File: src/rtl/conv3x3_prog_filter_if.sv
// Window/kernel-load bus for the programmable 3x3 convolution stage.
// The master drives windows and coefficient writes; the slave returns the filtered pixel.
interface conv3x3_prog_filter_if #(
   parameter int PIX_W   = 4,
   parameter int COEF_W  = 4,
   parameter int SHIFT_W = 4
);
   logic                 i_valid;
   logic [9*PIX_W-1:0]   i_pixels;
   logic [1:0]           i_mode;
   logic [SHIFT_W-1:0]   i_shift;
   logic                 i_coef_we;
   logic [3:0]           i_coef_addr;
   logic [COEF_W-1:0]    i_coef_data;
   logic                 i_coef_commit;
   logic                 o_valid;
   logic [PIX_W-1:0]     o_pixel;
   logic                 o_sat;

   modport master (
      output i_valid, i_pixels, i_mode, i_shift,
      output i_coef_we, i_coef_addr, i_coef_data, i_coef_commit,
      input  o_valid, o_pixel, o_sat
   );

   modport slave (
      input  i_valid, i_pixels, i_mode, i_shift,
      input  i_coef_we, i_coef_addr, i_coef_data, i_coef_commit,
      output o_valid, o_pixel, o_sat
   );
endinterface

File: src/rtl/conv3x3_prog_filter.sv
// Programmable signed 3x3 convolution with shadow/active kernel banks and
// shift / mean-of-9 / abs-shift normalisation; 4-stage pipeline, clamped output.
module conv3x3_prog_filter #(
   parameter int PIX_W   = 4,
   parameter int COEF_W  = 4,
   parameter int ACC_W   = PIX_W + COEF_W + 4,
   parameter int SHIFT_W = 4
) (
   input logic                  clk,
   input logic                  reset_n,
   conv3x3_prog_filter_if.slave bus
);
   localparam int PROD_W = PIX_W + COEF_W + 1;
   localparam int RES_W  = ACC_W + 2;
   localparam logic signed [RES_W-1:0] PIX_MAX = RES_W'((1 << PIX_W) - 1);

   logic signed [COEF_W-1:0] shadow [9];
   logic signed [COEF_W-1:0] active [9];
   logic [2:0]               vld_pipe;
   logic signed [PROD_W-1:0] prod [9];
   logic signed [ACC_W-1:0]  row [3];
   logic signed [ACC_W-1:0]  sum;
   logic [1:0]               mode1, mode2, mode3;
   logic [SHIFT_W-1:0]       shift1, shift2, shift3;

   // A write in the commit cycle is forwarded straight into the active bank.
   always_ff @(posedge clk or negedge reset_n) begin
      if (!reset_n) begin
         for (int k = 0; k < 9; k++) begin
            shadow[k] <= COEF_W'(1);
            active[k] <= COEF_W'(1);
         end
      end else begin
         for (int k = 0; k < 9; k++) begin
            if (bus.i_coef_we && bus.i_coef_addr == 4'(k))
               shadow[k] <= bus.i_coef_data;
            if (bus.i_coef_commit)
               active[k] <= (bus.i_coef_we && bus.i_coef_addr == 4'(k)) ? bus.i_coef_data : shadow[k];
         end
      end
   end

   always_ff @(posedge clk or negedge reset_n) begin
      if (!reset_n) vld_pipe <= '0;
      else          vld_pipe <= {vld_pipe[1:0], bus.i_valid};
   end

   // Datapath carries mode/shift alongside each window so reprogramming never disturbs in-flight data.
   always_ff @(posedge clk) begin
      for (int k = 0; k < 9; k++)
         prod[k] <= PROD_W'($signed({1'b0, bus.i_pixels[k*PIX_W +: PIX_W]})) * PROD_W'(active[k]);
      mode1  <= bus.i_mode;
      shift1 <= bus.i_shift;
      for (int r = 0; r < 3; r++)
         row[r] <= ACC_W'(prod[3*r]) + ACC_W'(prod[3*r+1]) + ACC_W'(prod[3*r+2]);
      mode2  <= mode1;
      shift2 <= shift1;
      sum    <= row[0] + row[1] + row[2];
      mode3  <= mode2;
      shift3 <= shift2;
   end

   logic signed [ACC_W:0]   sx;
   logic [ACC_W:0]          mag;
   logic [ACC_W-1:0]        quo;
   logic signed [RES_W-1:0] res;
   logic [PIX_W-1:0]        pix_n;
   logic                    sat_n;

   // Magnitude is one bit wider than the sum so the most-negative value cannot wrap.
   always_comb begin
      sx    = (ACC_W+1)'(sum);
      mag   = sum[ACC_W-1] ? $unsigned(-sx) : $unsigned(sx);
      quo   = sum[ACC_W-1] ? '0 : $unsigned(sum) / ACC_W'(9);
      case (mode3)
         2'd0:    res = RES_W'(sx >>> shift3);
         2'd2:    res = $signed({1'b0, mag >> shift3});
         default: res = $signed({2'b00, quo});
      endcase
      pix_n = res[PIX_W-1:0];
      sat_n = 1'b0;
      if (res < 0) begin
         pix_n = '0;
         sat_n = 1'b1;
      end else if (res > PIX_MAX) begin
         pix_n = '1;
         sat_n = 1'b1;
      end
   end

   always_ff @(posedge clk or negedge reset_n) begin
      if (!reset_n) begin
         bus.o_valid <= 1'b0;
         bus.o_pixel <= '0;
         bus.o_sat   <= 1'b0;
      end else begin
         bus.o_valid <= vld_pipe[2];
         if (vld_pipe[2]) begin
            bus.o_pixel <= pix_n;
            bus.o_sat   <= sat_n;
         end
      end
   end
endmodule

File: src/flat_wrapper.sv
// flat-port wrapper written by rule: the top's interface ports become plain ports
module conv3x3_prog_filter_flat 
#(
   parameter int PIX_W   = 4,
   parameter int COEF_W  = 4,
   parameter int ACC_W   = PIX_W + COEF_W + 4,
   parameter int SHIFT_W = 4
)
  (clk, reset_n, bus_i_valid, bus_i_pixels, bus_i_mode, bus_i_shift, bus_i_coef_we, bus_i_coef_addr, bus_i_coef_data, bus_i_coef_commit, bus_o_valid, bus_o_pixel, bus_o_sat);
  conv3x3_prog_filter_if #(.PIX_W(PIX_W), .COEF_W(COEF_W), .SHIFT_W(SHIFT_W)) bus_i ();
  input logic clk;
  input logic reset_n;
  input wire logic [$bits(bus_i.i_valid)-1:0] bus_i_valid;
  input wire logic [$bits(bus_i.i_pixels)-1:0] bus_i_pixels;
  input wire logic [$bits(bus_i.i_mode)-1:0] bus_i_mode;
  input wire logic [$bits(bus_i.i_shift)-1:0] bus_i_shift;
  input wire logic [$bits(bus_i.i_coef_we)-1:0] bus_i_coef_we;
  input wire logic [$bits(bus_i.i_coef_addr)-1:0] bus_i_coef_addr;
  input wire logic [$bits(bus_i.i_coef_data)-1:0] bus_i_coef_data;
  input wire logic [$bits(bus_i.i_coef_commit)-1:0] bus_i_coef_commit;
  output wire logic [$bits(bus_i.o_valid)-1:0] bus_o_valid;
  output wire logic [$bits(bus_i.o_pixel)-1:0] bus_o_pixel;
  output wire logic [$bits(bus_i.o_sat)-1:0] bus_o_sat;
  assign bus_i.i_valid = bus_i_valid;
  assign bus_i.i_pixels = bus_i_pixels;
  assign bus_i.i_mode = bus_i_mode;
  assign bus_i.i_shift = bus_i_shift;
  assign bus_i.i_coef_we = bus_i_coef_we;
  assign bus_i.i_coef_addr = bus_i_coef_addr;
  assign bus_i.i_coef_data = bus_i_coef_data;
  assign bus_i.i_coef_commit = bus_i_coef_commit;
  assign bus_o_valid = bus_i.o_valid;
  assign bus_o_pixel = bus_i.o_pixel;
  assign bus_o_sat = bus_i.o_sat;
  conv3x3_prog_filter #(.PIX_W(PIX_W), .COEF_W(COEF_W), .ACC_W(ACC_W), .SHIFT_W(SHIFT_W)) u_core (.clk(clk), .reset_n(reset_n), .bus(bus_i));
endmodule
File: config.mk
export PLATFORM = sky130hd
export DESIGN_NAME = conv3x3_prog_filter_flat
export DESIGN_NICKNAME = d
export VERILOG_FILES = /design/src/rtl/conv3x3_prog_filter_if.sv /design/src/rtl/conv3x3_prog_filter.sv /design/src/flat_wrapper.sv
export SDC_FILE = /design/constraint.sdc
export NUM_CORES = 1
export LEC_CHECK = 0
export ABC_AREA = 1
export CORE_MARGIN = 1
export CORE_UTILIZATION = 57
export DETAILED_ROUTE_END_ITERATION = 8
export PLACE_DENSITY = 0.77
export SYNTH_ARGS = -nofsm -noshare
export SYNTH_HDL_FRONTEND = slang
export SYNTH_SLANG_ARGS = --single-unit
File: constraint.sdc
create_clock -name clk -period 5.3 [get_ports clk]
set_input_delay 1.06 -clock clk [delete_from_list [all_inputs] [get_ports clk]]
set_output_delay 1.06 -clock clk [all_outputs]
set_load 0.05 [all_outputs]
==> impl_metrics.sql, run 1 <==
INSERT INTO impl_metrics (metric_group, metric, value, unit) VALUES
('critical_path', 'timing.critical_path.buf_inv', '6', ''),
('yosys', 'synth-seq-cells', '225', ''),
('clock_tree', 'cts.sink_count', '225', ''),
('timing', 'grt_setup_unrepaired', 'no', ''),
('timing', 'min_period', '4.74', 'ns'),
('outcome', 'run_status', 'finished, final reports clean', ''),
('route', 'via_count', '11000', ''),
('die', 'design.die.area', '0.0269', 'sq mm'),
('timing', 'finalSetupTns', '0', 'ns'),
('die', 'floorplan.initialDensity', '58.8', '%'),
('timing', 'fmax', '211', 'MHz'),
('global_route', 'antenna_found_initial', '0', ''),
('route', 'ant_nets', '0', ''),
('die', 'chipHeight', '164', 'microns'),
('route', 'vias_per_cell', '5.20', ''),
('die', 'design.portCount', '61', ''),
('critical_path', 'required_time_at_the_endpoint_of_the_critical_path', '5.72', 'ns'),
('global_route', 'gr-total-overflow', '0', ''),
('clock_tree', 'cts_buffers', '25', ''),
('die', 'floorplan.rows', '58', ''),
('clock_tree', 'hold_buffers', '0', ''),
('yosys', 'yosys_most_used_dff', 'sky130_fd_sc_hd__dfxtp_1', ''),
('global_route', 'first_global_vias', '11200', ''),
('hold_path', 'holdCritPathClass', 'flop to flop', ''),
('yosys', 'synth_area', '0.0150', 'sq mm'),
('timing', 'final.setup_skew', '0.0232', 'ns'),
('die', 'placeableCoreArea', '0.0255', 'sq mm'),
('route', 'post-route-drc-count', '0', ''),
('die', 'die_width', '164', 'microns'),
('clock_tree', 'post_cts_resize_count', '0', ''),
('yosys', 'async_flop_share', '36.0', '%'),
('timing', 'final_number_of_hold_violating_endpoints', '0', ''),
('clock_tree', 'postCtsSetupBuffers', '0', ''),
('global_route', 'grt_busiest_layer', 'met2', ''),
('critical_path', 'critPathLaunchType', 'flop', ''),
('finish', 'final_layout_size_suffix_gt1_share', '9.20', '%'),
('place', 'dpl.hpwl', '23.4', 'mm'),
('critical_path', 'critical_path_fanout_max', '13', ''),
('clock_tree', 'tritoncts', 'yes', ''),
('critical_path', 'most_frequent_cell_on_critical_path', 'sky130_fd_sc_hd__nand2_1', ''),
('timing', 'maxSlewViolCount', '0', ''),
('route', 'drt-total-wl', '30.2', 'mm'),
('finish', 'n_fill_cell', '1988', ''),
('critical_path', 'worst-setup-path-type', 'flop to flop', ''),
('global_route', 'gr-usage-met1', '29.0', '%'),
('yosys', 'synth_enable_flop_cells', '0', ''),
('finish', 'finalNetCount', '2099', ''),
('critical_path', 'crit_path_max_incr_delay', '0.54', 'ns'),
('place', 'port_buffers', '60', ''),
('clock_tree', 'htree_levels', '1', ''),
('yosys', 'syn-mean-instance-area', '8.84', 'sq um'),
('timing', 'timing.final.crit_share', '89.5', '%'),
('global_route', 'grt_first_pass_wirelength', '51.1', 'mm'),
('place', 'place.gp.congestion', '0.899', ''),
('critical_path', 'critPathTopFamily', 'simple AND/OR/NAND/NOR gates', ''),
('yosys', 'synthesis.instances', '1694', ''),
('finish', 'total_inserted_antenna_cells', '0', ''),
('global_route', 'grt_util_met2', '43.5', '%'),
('clock_tree', 'clk-insertion-delay-late', '0.55', 'ns'),
('yosys', 'synth.yosys.seq_area_share', '32.9', '%'),
('route', 'wire_per_inst', '14.3', 'microns'),
('critical_path', 'crit_arrival', '5.16', 'ns'),
('timing', 'worst_pin_slew', '1.08', 'ns'),
('global_route', 'global_route.usage.total', '23.6', '%'),
('clock_tree', 'ctsRootBufferMaster', 'sky130_fd_sc_hd__clkbuf_16', ''),
('finish', 'area_grow_syn2layout', '11.9', '%'),
('route', 'drt_iter0_markers', '591', ''),
('critical_path', 'crit_slowest_cell', 'sky130_fd_sc_hd__dfxtp_1', ''),
('clock_tree', 'cts.path.max_buffers', '3', ''),
('yosys', 'synth.distinct_cells', '46', ''),
('global_route', 'met3_usage', '2.70', '%'),
('yosys', 'syn-num-nets', '2030', ''),
('timing', 'final-setup-viol-count', '0', ''),
('clock_tree', 'cts_clk_pin_slew_worst_paths', '0.06', 'ns'),
('timing', 'worst_slew_margin_rel', '27.9', '%'),
('yosys', 'synthesis.yosys.warnings', '0', ''),
('route', 'first_pass_iters', '6', ''),
('flow_run', 'max-cap-violations', '0', ''),
('global_route', 'grt_start_max_net_pins', '46', ''),
('critical_path', 'setup.worst_path.end_class', 'flop', '');
metrics by stage:
step	cells	setup slack, ns	utilization, %	hold slack (ns)	cell area, sq um
after global routing	2112	0.0134	65.8	0.335	16800
after global placement	2066	0.780	62.4	0.313	15900
final	2112	0.558	65.8	0.325	16800
after detailed placement	2066	0.692	62.4	0.313	15900
after floorplan	1694	1.28	-	0.310	15000
after CTS	2112	0.618	65.8	0.327	16800
layer usage:
metal,part of all wire [%],up-vias
li1,-,5516
met1,44,5213
met2,51,210
met3,3.4,46
met4,2.1,0
met5,0,-
final cells by class:
class / instances / area [sq um] / area share, %
multi-input combinational: 1128 / 8740 / 52.2
clock buffer: 39 / 802 / 4.79
sequential: 225 / 4930 / 29.4
tap: 330 / 413 / 2.46
inverter: 321 / 1200 / 7.19
timing repair buffer: 62 / 608 / 3.63
clock inverter: 7 / 53.8 / 0.321
Yosys cell counts, types with 3 or more instances:
library cell	count	area share (%)
sky130_fd_sc_hd__nand2_1	311	7.8
sky130_fd_sc_hd__inv_1	305	7.6
sky130_fd_sc_hd__ha_1	194	16
sky130_fd_sc_hd__dfxtp_1	144	19
sky130_fd_sc_hd__o21ai_0	97	3.2
sky130_fd_sc_hd__fa_1	87	12
sky130_fd_sc_hd__nor2_1	87	2.2
sky130_fd_sc_hd__a21oi_1	71	2.4
sky130_fd_sc_hd__dfrtp_1	63	11
sky130_fd_sc_hd__xor2_1	49	2.9
sky130_fd_sc_hd__nand3_1	39	1.3
sky130_fd_sc_hd__xnor2_1	28	1.6
sky130_fd_sc_hd__mux2_2	27	2.0
sky130_fd_sc_hd__dfstp_2	18	3.2
sky130_fd_sc_hd__nand2_2	18	0.75
sky130_fd_sc_hd__nand4_1	18	0.75
sky130_fd_sc_hd__or2_2	18	0.75
sky130_fd_sc_hd__clkbuf_1	14	0.35
sky130_fd_sc_hd__inv_2	13	0.33
sky130_fd_sc_hd__o21bai_1	11	0.55
sky130_fd_sc_hd__a211oi_1	10	0.50
sky130_fd_sc_hd__nand2_4	10	0.75
sky130_fd_sc_hd__nand3_2	7	0.47
sky130_fd_sc_hd__nor3_1	6	0.20
sky130_fd_sc_hd__a31oi_1	5	0.21
sky130_fd_sc_hd__mux2i_1	5	0.33
sky130_fd_sc_hd__o31ai_1	4	0.20
sky130_fd_sc_hd__a22o_1	3	0.18
sky130_fd_sc_hd__clkinv_1	3	0.075
sky130_fd_sc_hd__nand4_2	3	0.25
sky130_fd_sc_hd__o21ai_1	3	0.10
worst register-to-register path: cells and delay by family, from the launching register on:
kind	cells	cell delay, ns
simple gates	39	3.42
fa+ha+maj	1	0.18
buf+inv	6	0.50
flops	1	0.54
placed cells by master, fill, tap and decap left out, types with 27 or more instances in the layout:
cell	n
sky130_fd_sc_hd__nand3_1	39
sky130_fd_sc_hd__nand2_1	311
sky130_fd_sc_hd__dfrtp_1	63
sky130_fd_sc_hd__o21ai_0	97
sky130_fd_sc_hd__a21oi_1	71
sky130_fd_sc_hd__ha_1	194
sky130_fd_sc_hd__dfxtp_1	144
sky130_fd_sc_hd__clkdlybuf4s50_1	58
sky130_fd_sc_hd__clkbuf_16	28
sky130_fd_sc_hd__xnor2_1	28
sky130_fd_sc_hd__fa_1	87
sky130_fd_sc_hd__nor2_1	87
sky130_fd_sc_hd__xor2_1	49
sky130_fd_sc_hd__mux2_2	27
sky130_fd_sc_hd__inv_1	305
path summary, 6_finish.rpt:
check	from	slack (ns)	depth (start not counted)	endpoint
min in group asynchronous	reset_n	0.47	1	u_core.active[33]
max in group asynchronous	reset_n	3.83	2	u_core.bus.o_pixel[2]
max	u_core.sum[11]	0.56	46	u_core.bus.o_pixel[0]
min	u_core.shift2[1]	0.33	0	u_core.shift3[1]
min reg2reg	u_core.shift2[1]	0.33	0	u_core.shift3[1]
max reg2reg	u_core.sum[11]	0.56	46	u_core.bus.o_pixel[0]
registers in the layout, indices dropped and copies added (netlist names):
register	count
u_core.active	36
u_core.bus.o_pixel	4
u_core.bus.o_sat	1
u_core.bus.o_valid	1
u_core.mode1	2
u_core.mode2	2
u_core.mode3	2
u_core.prod	81
u_core.row	33
u_core.shadow	36
u_core.shift1	4
u_core.shift2	4
u_core.shift3	4
u_core.sum	12
u_core.vld_pipe	3
logic make-up (layout without fill, tap and decap cells):
kind of cell | after synthesis | count (layout) | synth area share (%)
AO/OA/AOI/OAI | 213 | 213 | 7.86
AND/OR/NAND/NOR | 525 | 525 | 15.8
multiplexers | 32 | 32 | 2.37
adder cells (fa/ha/maj) | 281 | 281 | 27.8
XOR/XNOR | 77 | 77 | 4.50
buffers and inverters | 341 | 429 | 8.67
flip-flops | 225 | 225 | 32.9
Power of run 1 is not shown: default switching activity piles up to over one toggle a cycle in this logic, so the estimate is an artifact.
==> run 2: changes to the inputs <==
REMOVE_ABC_BUFFERS = 1   (was unset)
SETUP_SLACK_MARGIN = 0.4   (was unset)
==> run 2 against run 1 <==
  * Routed wire length increased by 2.2%
  * Via count up 0.26%
  * Die area stayed put
  * Global-route usage up 0.28 points
  * Maximum frequency is 5.4% higher
  * Final area up 0.97%
  * Worst hold slack gained 0.0020 ns
  * Clock skew decreased by 0.011 ns
  * Critical path depth increased by 2
  * Critical endpoint unchanged
  * Largest cell class unchanged
  * Highest routed layer unchanged
==> impl_metrics.sql, run 2 (same netlist as run 1, synthesis figures left out) <==
INSERT INTO impl_metrics (metric_group, metric, value, unit) VALUES
('finish', 'area_grow_syn2layout', '13.0', '%'),
('route', 'wire_per_inst', '14.5', 'microns'),
('clock_tree', 'hold_buffers', '0', ''),
('timing', 'final_critical_path_setup_slack', '0.802', 'ns'),
('finish', 'total_inserted_antenna_cells', '0', ''),
('timing', 'worst_pin_slew', '1.10', 'ns'),
('finish', 'layout_top_registers', 'u_core.prod: 81 flops, u_core.active: 36 flops, u_core.shadow: 36 flops', ''),
('timing', 'timing.final.crit_share', '84.9', '%'),
('global_route', 'gr-total-overflow', '0', ''),
('global_route', 'grt_start_max_net_pins', '46', ''),
('critical_path', 'crit_arrival', '4.92', 'ns'),
('timing', 'final.setup_skew', '0.0118', 'ns'),
('die', 'design.die.area', '0.0269', 'sq mm'),
('flow_run', 'max-cap-violations', '0', ''),
('hold_path', 'holdCritPathClass', 'flop to flop', ''),
('finish', 'seqCellArea', '0.00494', 'sq mm'),
('timing', 'final-setup-viol-count', '0', ''),
('die', 'design.portCount', '61', ''),
('place', 'post-place-cells', '2065', ''),
('finish', 'finalNetCount', '2113', ''),
('critical_path', 'worst-setup-path-type', 'flop to flop', ''),
('timing', 'worst_slew_margin_rel', '26.4', '%'),
('critical_path', 'critPathLaunchType', 'flop', ''),
('die', 'placeableCoreArea', '0.0255', 'sq mm'),
('finish', 'commonest_non_fill_non_tap_cell_in_the_layout', 'sky130_fd_sc_hd__nand2_1', ''),
('critical_path', 'setup.worst_path.end_class', 'flop', ''),
('clock_tree', 'tritoncts', 'yes', ''),
('route', 'vias_per_cell', '5.18', ''),
('global_route', 'grt_first_pass_wirelength', '51.8', 'mm'),
('timing', 'grt_setup_unrepaired', 'no', ''),
('die', 'floorplan.rows', '58', ''),
('outcome', 'run_status', 'finished, final reports clean', ''),
('place', 'detailedPlace.worstSlack', '0.369', 'ns'),
('die', 'floorplan.initialDensity', '58.8', '%'),
('route', 'post-route-drc-count', '0', ''),
('die', 'die_width', '164', 'microns'),
('timing', 'fmax', '222', 'MHz'),
('critical_path', 'crit_slowest_cell', 'sky130_fd_sc_hd__dfxtp_4', ''),
('timing', 'final_number_of_hold_violating_endpoints', '0', ''),
('route', 'drt-total-wl', '30.8', 'mm'),
('finish', 'largest_register_ff_count', '81', ''),
('clock_tree', 'ctsRootBufferMaster', 'sky130_fd_sc_hd__clkbuf_16', ''),
('global_route', 'antenna_found_initial', '0', ''),
('clock_tree', 'cts_buffers', '25', ''),
('critical_path', 'required_time_at_the_endpoint_of_the_critical_path', '5.72', 'ns'),
('finish', 'stdcell_count', '2126', ''),
('place', 'place_area', '0.0159', 'sq mm'),
('clock_tree', 'htree_levels', '1', ''),
('critical_path', 'crit_path_max_incr_delay', '0.38', 'ns'),
('timing', 'min_period', '4.50', 'ns'),
('finish', 'fin_area', '0.0169', 'sq mm'),
('route', 'via_count', '11000', ''),
('place', 'place.gp.congestion', '0.888', ''),
('route', 'ant_nets', '0', ''),
('route', 'drt_iter0_markers', '467', ''),
('clock_tree', 'cts_clk_pin_slew_worst_paths', '0.06', 'ns'),
('critical_path', 'most_frequent_cell_on_critical_path', 'sky130_fd_sc_hd__nand2_1', ''),
('finish', 'n_fill_cell', '1996', ''),
('place', 'port_buffers', '60', ''),
('timing', 'maxSlewViolCount', '0', ''),
('place', 'dpl.hpwl', '23.6', 'mm'),
('finish', 'top_register', 'u_core.prod', ''),
('clock_tree', 'clk-insertion-delay-late', '0.53', 'ns'),
('die', 'chipHeight', '164', 'microns'),
('clock_tree', 'cts.path.max_buffers', '3', ''),
('finish', 'final_layout_size_suffix_gt1_share', '10.6', '%'),
('timing', 'finalSetupTns', '0', 'ns'),
('clock_tree', 'cts.sink_count', '225', ''),
('global_route', 'global_route.usage.total', '23.8', '%'),
('critical_path', 'critical_path_fanout_max', '6', ''),
('route', 'first_pass_iters', '5', ''),
('global_route', 'first_global_vias', '11200', ''),
('finish', 'layout.cells.most_common_list', 'sky130_fd_sc_hd__nand2_1 (306), sky130_fd_sc_hd__inv_1 (305), sky130_fd_sc_hd__ha_1 (194), sky130_fd_sc_hd__dfxtp_1 (139), sky130_fd_sc_hd__o21ai_0 (96)', ''),
('finish', 'multiInputGateArea', '0.00882', 'sq mm');
run 2: cell types whose count changed in the layout (fill, tap and decap cells not counted), sizes merged:
cell      before  now
clkbuf        39   36
buf            4   17
bufinv         0    1
clkinvlp       0    3
run 2: worst paths after layout:
| path | from | to | slack (ns) | cells after the start |
|---|---|---|---|---|
| setup / recovery | u_core.sum[11] | u_core.bus.o_pixel[0] | 0.80 | 48 |
| hold / removal | u_core.shift1[2] | u_core.shift2[2] | 0.33 | 0 |
| setup reg to reg | u_core.sum[11] | u_core.bus.o_pixel[0] | 0.80 | 48 |
| hold reg to reg | u_core.shift1[2] | u_core.shift2[2] | 0.33 | 0 |
| max in group asynchronous | reset_n | u_core.active[16] | 3.78 | 2 |
| min in group asynchronous | reset_n | u_core.active[34] | 0.54 | 1 |
run 2: repair_timing:
action | in CTS | in global routing
buffers inserted | 0 | 15
endpoints found under the setup margin | 1 | 2
pin swaps | 0 | 13
gates resized for setup | 1 | 26
run 2: worst max-delay path: cells and delay by family (launching register included):
family                   cells  cell delay (ns)
buffers and inverters        7             0.55
flip-flops                   1             0.38
adder cells (fa/ha/maj)      1             0.17
AND/OR/NAND/NOR             40             3.30
run 2: through the flow:
stage          utilization (%)  hold slack, ns
6_report                  66.4           0.327
5_1_grt                   66.4           0.329
4_1_cts                   65.6           0.328
3_5_place_dp              62.4           0.314
3_3_place_gp              62.4           0.315
2_1_floorplan                -           0.310
run 2: layer usage:
layer  part of all wire (%)  up-vias  GRT usage (%)
met5                      0        -              0
met4                    3.3        0           7.95
met3                    3.3       69           3.01
met2                     49      213           42.3
met1                     44     5192           29.8
li1                       -     5540              -
run 2: cell type report:
| class | count | area share, % |
|---|---|---|
| multi-input cells | 1128 | 52.1 |
| clock inverters | 11 | 0.658 |
| clock buffers | 35 | 4.22 |
| flip-flops and latches | 225 | 29.2 |
| well taps | 330 | 2.44 |
| inverters | 321 | 7.14 |
| repair buffers | 76 | 4.20 |
Power of run 2 is left out for the same reason.
==> run 3: changes to the inputs <==
clock period = 4.6 ns   (was 5.3 ns; I/O delays follow)
==> run 3 against run 2 <==
  * Core utilization up 1.7 points
  * Cell count up 0.94%
  * Register-to-register slack worse by 0.58 ns
  * Via count up 2.3%
  * Routed wire length up 2.6%
==> impl_metrics.sql, run 3 (same netlist as run 1, synthesis figures left out) <==
INSERT INTO impl_metrics (metric_group, metric, value, unit) VALUES
('clock_tree', 'hold_buffers', '0', ''),
('route', 'drt-total-wl', '31.6', 'mm'),
('route', 'post-route-drc-count', '0', ''),
('die', 'placeableCoreArea', '0.0255', 'sq mm'),
('timing', 'final-setup-viol-count', '0', ''),
('place', 'dpl.hpwl', '23.3', 'mm'),
('place', 'detailedPlace.worstSlack', '0.0371', 'ns'),
('global_route', 'grt_first_pass_wirelength', '53.2', 'mm'),
('flow_run', 'max-cap-violations', '0', ''),
('clock_tree', 'cts_clk_pin_slew_worst_paths', '0.06', 'ns'),
('global_route', 'antenna_found_initial', '0', ''),
('route', 'drt-met1-wl', '13.2', 'mm'),
('finish', 'fin_area', '0.0173', 'sq mm'),
('route', 'drt_iter0_markers', '494', ''),
('die', 'design.portCount', '61', ''),
('critical_path', 'timing.critical_path.buf_inv', '6', ''),
('clock_tree', 'cts_buffers', '25', ''),
('route', 'maxUsedRoutingLayer', 'met4', ''),
('die', 'chipHeight', '164', 'microns'),
('finish', 'top_register', 'u_core.prod', ''),
('clock_tree', 'cts.path.max_buffers', '3', ''),
('clock_tree', 'cts.sink_count', '225', ''),
('critical_path', 'crit_path_max_incr_delay', '0.36', 'ns'),
('timing', 'final_number_of_hold_violating_endpoints', '0', ''),
('finish', 'area_grow_syn2layout', '15.8', '%'),
('route', 'via_count', '11300', ''),
('die', 'floorplan.initialDensity', '58.8', '%'),
('timing', 'fmax', '228', 'MHz'),
('clock_tree', 'ctsRootBufferMaster', 'sky130_fd_sc_hd__clkbuf_16', ''),
('global_route', 'first_global_vias', '11600', ''),
('critical_path', 'crit_arrival', '4.81', 'ns'),
('hold_path', 'holdCritPathClass', 'flop to flop', ''),
('finish', 'final_layout_size_suffix_gt1_share', '13.4', '%'),
('place', 'place_area', '0.0159', 'sq mm'),
('die', 'floorplan.rows', '58', ''),
('route', 'detailroute.wirelength.met2', '16.3', 'mm'),
('critical_path', 'required_time_at_the_endpoint_of_the_critical_path', '5.03', 'ns'),
('timing', 'grt_setup_unrepaired', 'yes', ''),
('clock_tree', 'clk-insertion-delay-late', '0.53', 'ns'),
('critical_path', 'worst-setup-path-type', 'flop to flop', ''),
('global_route', 'grt_start_max_net_pins', '61', ''),
('route', 'vias_per_cell', '5.25', ''),
('clock_tree', 'tritoncts', 'yes', ''),
('critical_path', 'critPathLaunchType', 'flop', ''),
('timing', 'final_critical_path_setup_slack', '0.221', 'ns'),
('global_route', 'gr-total-overflow', '0', ''),
('timing', 'final.setup_skew', '0.0102', 'ns'),
('global_route', 'global_route.usage.total', '24.6', '%'),
('timing', 'worst_slew_margin_rel', '26.7', '%'),
('finish', 'layout.cells.most_common_list', 'sky130_fd_sc_hd__inv_1 (302), sky130_fd_sc_hd__nand2_1 (293), sky130_fd_sc_hd__ha_1 (193), sky130_fd_sc_hd__dfxtp_1 (140), sky130_fd_sc_hd__o21ai_0 (95)', ''),
('critical_path', 'critPathTopFamily', 'simple AND/OR/NAND/NOR gates', ''),
('place', 'place.gp.congestion', '0.922', ''),
('finish', 'stdcell_count', '2146', ''),
('critical_path', 'most_frequent_cell_on_critical_path', 'sky130_fd_sc_hd__nand2_4', ''),
('die', 'die_width', '164', 'microns'),
('outcome', 'run_status', 'finished, final reports clean', ''),
('critical_path', 'crit_slowest_cell', 'sky130_fd_sc_hd__dfxtp_4', ''),
('critical_path', 'critical_path_fanout_max', '6', ''),
('route', 'ant_nets', '0', ''),
('place', 'port_buffers', '60', ''),
('clock_tree', 'htree_levels', '1', ''),
('timing', 'maxSlewViolCount', '0', ''),
('place', 'post-place-cells', '2069', ''),
('critical_path', 'setup.worst_path.end_class', 'flop', ''),
('finish', 'commonest_non_fill_non_tap_cell_in_the_layout', 'sky130_fd_sc_hd__inv_1', ''),
('finish', 'largest_register_ff_count', '81', ''),
('timing', 'worst_pin_slew', '1.10', 'ns'),
('timing', 'timing.final.crit_share', '95.2', '%'),
('finish', 'finalNetCount', '2133', ''),
('timing', 'finalSetupTns', '0', 'ns'),
('route', 'first_pass_iters', '5', ''),
('finish', 'total_inserted_antenna_cells', '0', ''),
('timing', 'min_period', '4.38', 'ns'),
('finish', 'layout_top_registers', 'u_core.prod: 81 flops, u_core.active: 36 flops, u_core.shadow: 36 flops', ''),
('die', 'design.die.area', '0.0269', 'sq mm'),
('route', 'wire_per_inst', '14.7', 'microns'),
('route', 'detailroute.wirelength.met3', '1.18', 'mm');
## run 3: per-stage QoR
step           hold WS [ns]  utilization [%]
6_report              0.326             68.1
5_1_grt               0.337             68.1
4_1_cts               0.329             67.3
3_5_place_dp          0.315             62.5
3_3_place_gp          0.314             62.5
2_1_floorplan         0.310                -
## run 3: final timing paths
check | from | end | slack [ns] | cells past startpoint
setup / recovery | u_core.sum[9] | u_core.bus.o_pixel[0] | 0.22 | 44
hold / removal | u_core.shift1[0] | u_core.shift2[0] | 0.33 | 0
setup reg to reg | u_core.sum[9] | u_core.bus.o_pixel[0] | 0.22 | 44
hold reg to reg | u_core.shift1[0] | u_core.shift2[0] | 0.33 | 0
max in group asynchronous | reset_n | u_core.shadow[4] | 3.20 | 2
min in group asynchronous | reset_n | u_core.active[11] | 0.49 | 1
## run 3: area by class of cell
| class | count | area, sq um |
|---|---|---|
| tap | 330 | 413 |
| clock inverter | 14 | 110 |
| inverter | 321 | 1210 |
| clock buffer | 32 | 682 |
| sequential | 225 | 4950 |
| timing repair buffer | 96 | 867 |
| fill | 1907 | 8130 |
| multi-input combinational | 1128 | 9110 |
## run 3: worst register-to-register path, delay by kind of cell (launching register included)
kind	cells	cell delay [ns]
compound gates	1	0.08
simple gates	35	3.10
flops	1	0.36
fa+ha+maj	1	0.15
buf+inv	6	0.43
xor+xnor	1	0.13
## run 3: routing by layer
metal	up-vias	track usage, %
met2	248	45.8
met3	60	2.65
met1	5369	29.6
met4	0	7.62
li1	5592	-
met5	-	0
## run 3: timing repair
| item | CTS | global route |
|---|---|---|
| pin swaps | 33 | 28 |
| endpoints found under the setup margin | 2 | 2 |
| setup buffers | 24 | 7 |
| gates resized for setup | 58 | 33 |
Power of run 3 is left out for the same reason.
==> edit (settings of run 3) <==
Make the reset (`reset_n`) synchronous in 3 clocked blocks.
--- a/src/rtl/conv3x3_prog_filter.sv
+++ b/src/rtl/conv3x3_prog_filter.sv
@@ -24,7 +24,7 @@
    logic [SHIFT_W-1:0]       shift1, shift2, shift3;
 
    // A write in the commit cycle is forwarded straight into the active bank.
-   always_ff @(posedge clk or negedge reset_n) begin
+   always_ff @(posedge clk) begin
       if (!reset_n) begin
          for (int k = 0; k < 9; k++) begin
             shadow[k] <= COEF_W'(1);
@@ -40,7 +40,7 @@
       end
    end
 
-   always_ff @(posedge clk or negedge reset_n) begin
+   always_ff @(posedge clk) begin
       if (!reset_n) vld_pipe <= '0;
       else          vld_pipe <= {vld_pipe[1:0], bus.i_valid};
    end
@@ -88,7 +88,7 @@
       end
    end
 
-   always_ff @(posedge clk or negedge reset_n) begin
+   always_ff @(posedge clk) begin
       if (!reset_n) begin
          bus.o_valid <= 1'b0;
          bus.o_pixel <= '0;
Behaviour: not the same (a bounded check fails within 10 cycles, from zero or initial values and one cycle with reset_n low; the reset may be asserted at any time).
==> edit against run 3 <==
  * The run now ends with DRC left
  * Critical path depth shrank 1
  * Setup slack lost 0.18 ns
  * Synthesized area grew 1.7%
  * Cell area grew 1.7%
  * Sequential share of layout area grew 1.2 points
  * Synthesized cell count grew 0.77%
  * Sequential cell count is the same
  * Critical endpoint is now u_core.bus.o_pixel[0]
  * Routed wire length grew 1.3%
Power is not shown: default switching activity piles up to over one toggle a cycle in this logic, so the estimate is an artifact.
==> edit: results (changes against run 3) <==
## Outcome
- status: finished with violations, was finished, final reports clean
- violations in the final reports: DRC

## Finish
- ratio of cells with drive above 1 in the final layout: 11.2%, was 13.4%
- Final Net Count: 2,140, was 2,133
- largest registers: u_core.prod x81, u_core.active x36, u_core.shadow x36, unchanged
- number of antenna diodes: 0, unchanged

## Synthesis
- most instantiated cells after synthesis: sky130_fd_sc_hd__inv_1 (322), sky130_fd_sc_hd__nand2_1 (274), sky130_fd_sc_hd__ha_1 (194), sky130_fd_sc_hd__dfxtp_1 (153), sky130_fd_sc_hd__nor2_1 (144), was sky130_fd_sc_hd__nand2_1 (311), sky130_fd_sc_hd__inv_1 (305), sky130_fd_sc_hd__ha_1 (194), sky130_fd_sc_hd__dfxtp_1 (144), sky130_fd_sc_hd__o21ai_0 (97)
- count of flip-flops with a built-in enable after synthesis: 72, was 0
- share of synthesized flip-flops with an asynchronous set or reset: 0%, was 36.0%
- cell types with the largest area share after synthesis: sky130_fd_sc_hd__dfxtp_1 (20%), sky130_fd_sc_hd__ha_1 (16%), sky130_fd_sc_hd__edfxtp_1 (14%), was sky130_fd_sc_hd__dfxtp_1 (19%), sky130_fd_sc_hd__ha_1 (16%), sky130_fd_sc_hd__fa_1 (12%)
- Main synth FF type: sky130_fd_sc_hd__dfxtp_1, unchanged
- sequential area share after synthesis: 34.3%, was 32.9%
- number of synthesis warnings: 0, unchanged
- Unique masters post-synth: 53, was 46

## Placement
- gpl congestion: 0.938, was 0.922
- Port Buffer Count: 60, unchanged
- Detailed Place HPWL: 23,800 um, was 23,300 um

## Worst setup path
- maximum cell stage delay along the critical path: 0.39 ns, was 0.36 ns
- slowest stage cell, crit path: sky130_fd_sc_hd__dfxtp_4, unchanged
- highest fanout seen on the critical path: 5, was 6
- arrival time reported for the critical path endpoint: 4.96 ns, was 4.81 ns
- gate family responsible for the most delay along the worst path: simple AND/OR/NAND/NOR gates, unchanged

## Timing
- worst slew margin relative to its limit: 37.2%, was 26.7%
- count of endpoints failing setup in the final report: 0, unchanged
- Hold Violations, Final: 0, unchanged
- Layout Skew: 0.0195 ns, was 0.0102 ns

## Clock network
- hold-fix buffers at CTS: 0, unchanged
- maximum clock insertion buffer count: 3, unchanged
- TritonCTS buffer count: 25, unchanged
- clock transition at the registers of the reported paths: 0.06 ns, about the same
- cell chosen for the clock root: sky130_fd_sc_hd__clkbuf_16, unchanged
- latest clock arrival within the worst-skew pair: 0.54 ns
- CTS HTree Levels: 1, unchanged

## Worst hold path
- path category of the worst min-delay check: reg2reg, unchanged

## Global routing
- number of global-route vias before repair: 11,231, was 11,564
- pin count of the biggest net entering global routing: 37, was 61
- initial antenna violation count: 0, unchanged
- total global-route track usage: 23.5%, was 24.6%
- global-route wire length before repair: 51,300 um, was 53,200 um

## Drt
- remaining routing DRC violations: 5, was 0
- final routed wire length divided by cell count: 14.9 um, was 14.7 um
- number of violations reported at the end of detailed-routing iteration 0: 590, was 494
- routed vias/inst: 5.24, was 5.25
- Initial DRT Pass Iterations: 7, was 5

==> edit: cell families (layout without fill, tap and decap cells) <==
group / count (synthesis) / after routing / share of synthesized area (%)
and+or+nand+nor: 534 / 534 / 15.7
DFF: 225 / 225 / 34.3
adders and majority gates: 281 / 281 / 27.4
xor gates and xnor gates: 79 / 79 / 4.55
buffers and inverters: 358 / 473 / 9.09
muxes: 8 / 8 / 0.526
AOI/OAI and AO/OA: 222 / 222 / 8.45
==> edit: metal layers <==
layer  GRT usage, %  vias up  share of wire (%)
met2           41.4      294                 50
met4           10.1        0                4.1
met1           28.6     5269                 42
met3           3.55      104                4.6
met5              0        -                  0
li1               -     5636                  -
==> edit: path summary, 6_finish.rpt <==
kind                                       start  slack [ns]  cells past startpoint                    end
worst max-delay path              u_core.sum[11]        0.04                     43  u_core.bus.o_pixel[0]
worst min-delay path            u_core.shift2[0]        0.33                      0       u_core.shift3[0]
worst max register to register    u_core.sum[11]        0.04                     43  u_core.bus.o_pixel[0]
worst min register to register  u_core.shift2[0]        0.33                      0       u_core.shift3[0]
==> edit: what timing repair did <==
action | in CTS | in global routing
buffers inserted | 17 | 12
resized for setup | 41 | 45
pin swaps | 19 | 38
setup endpoints to repair | 2 | 3
==> edit: final cells by class <==
class	count	area, sq um
inverter	336	1280
multi-input combinational	1124	8970
timing repair buffer	92	841
clock buffer	30	684
clock inverter	15	203
fill	1998	8500
tap	335	419
sequential	225	5240
==> edit: through the flow <==
stage | instances | cell area, sq um | hold slack, ns | setup slack (ns)
global placement | 2083 | 16200 | 0.315 | 0.183
floorplan | 1685 | 15100 | 0.310 | 0.368
global route | 2157 | 17600 | 0.326 | -0.251
finish | 2157 | 17600 | 0.326 | 0.0400
detailed placement | 2083 | 16200 | 0.312 | 0.0189
CTS | 2145 | 17400 | 0.325 | 0.356
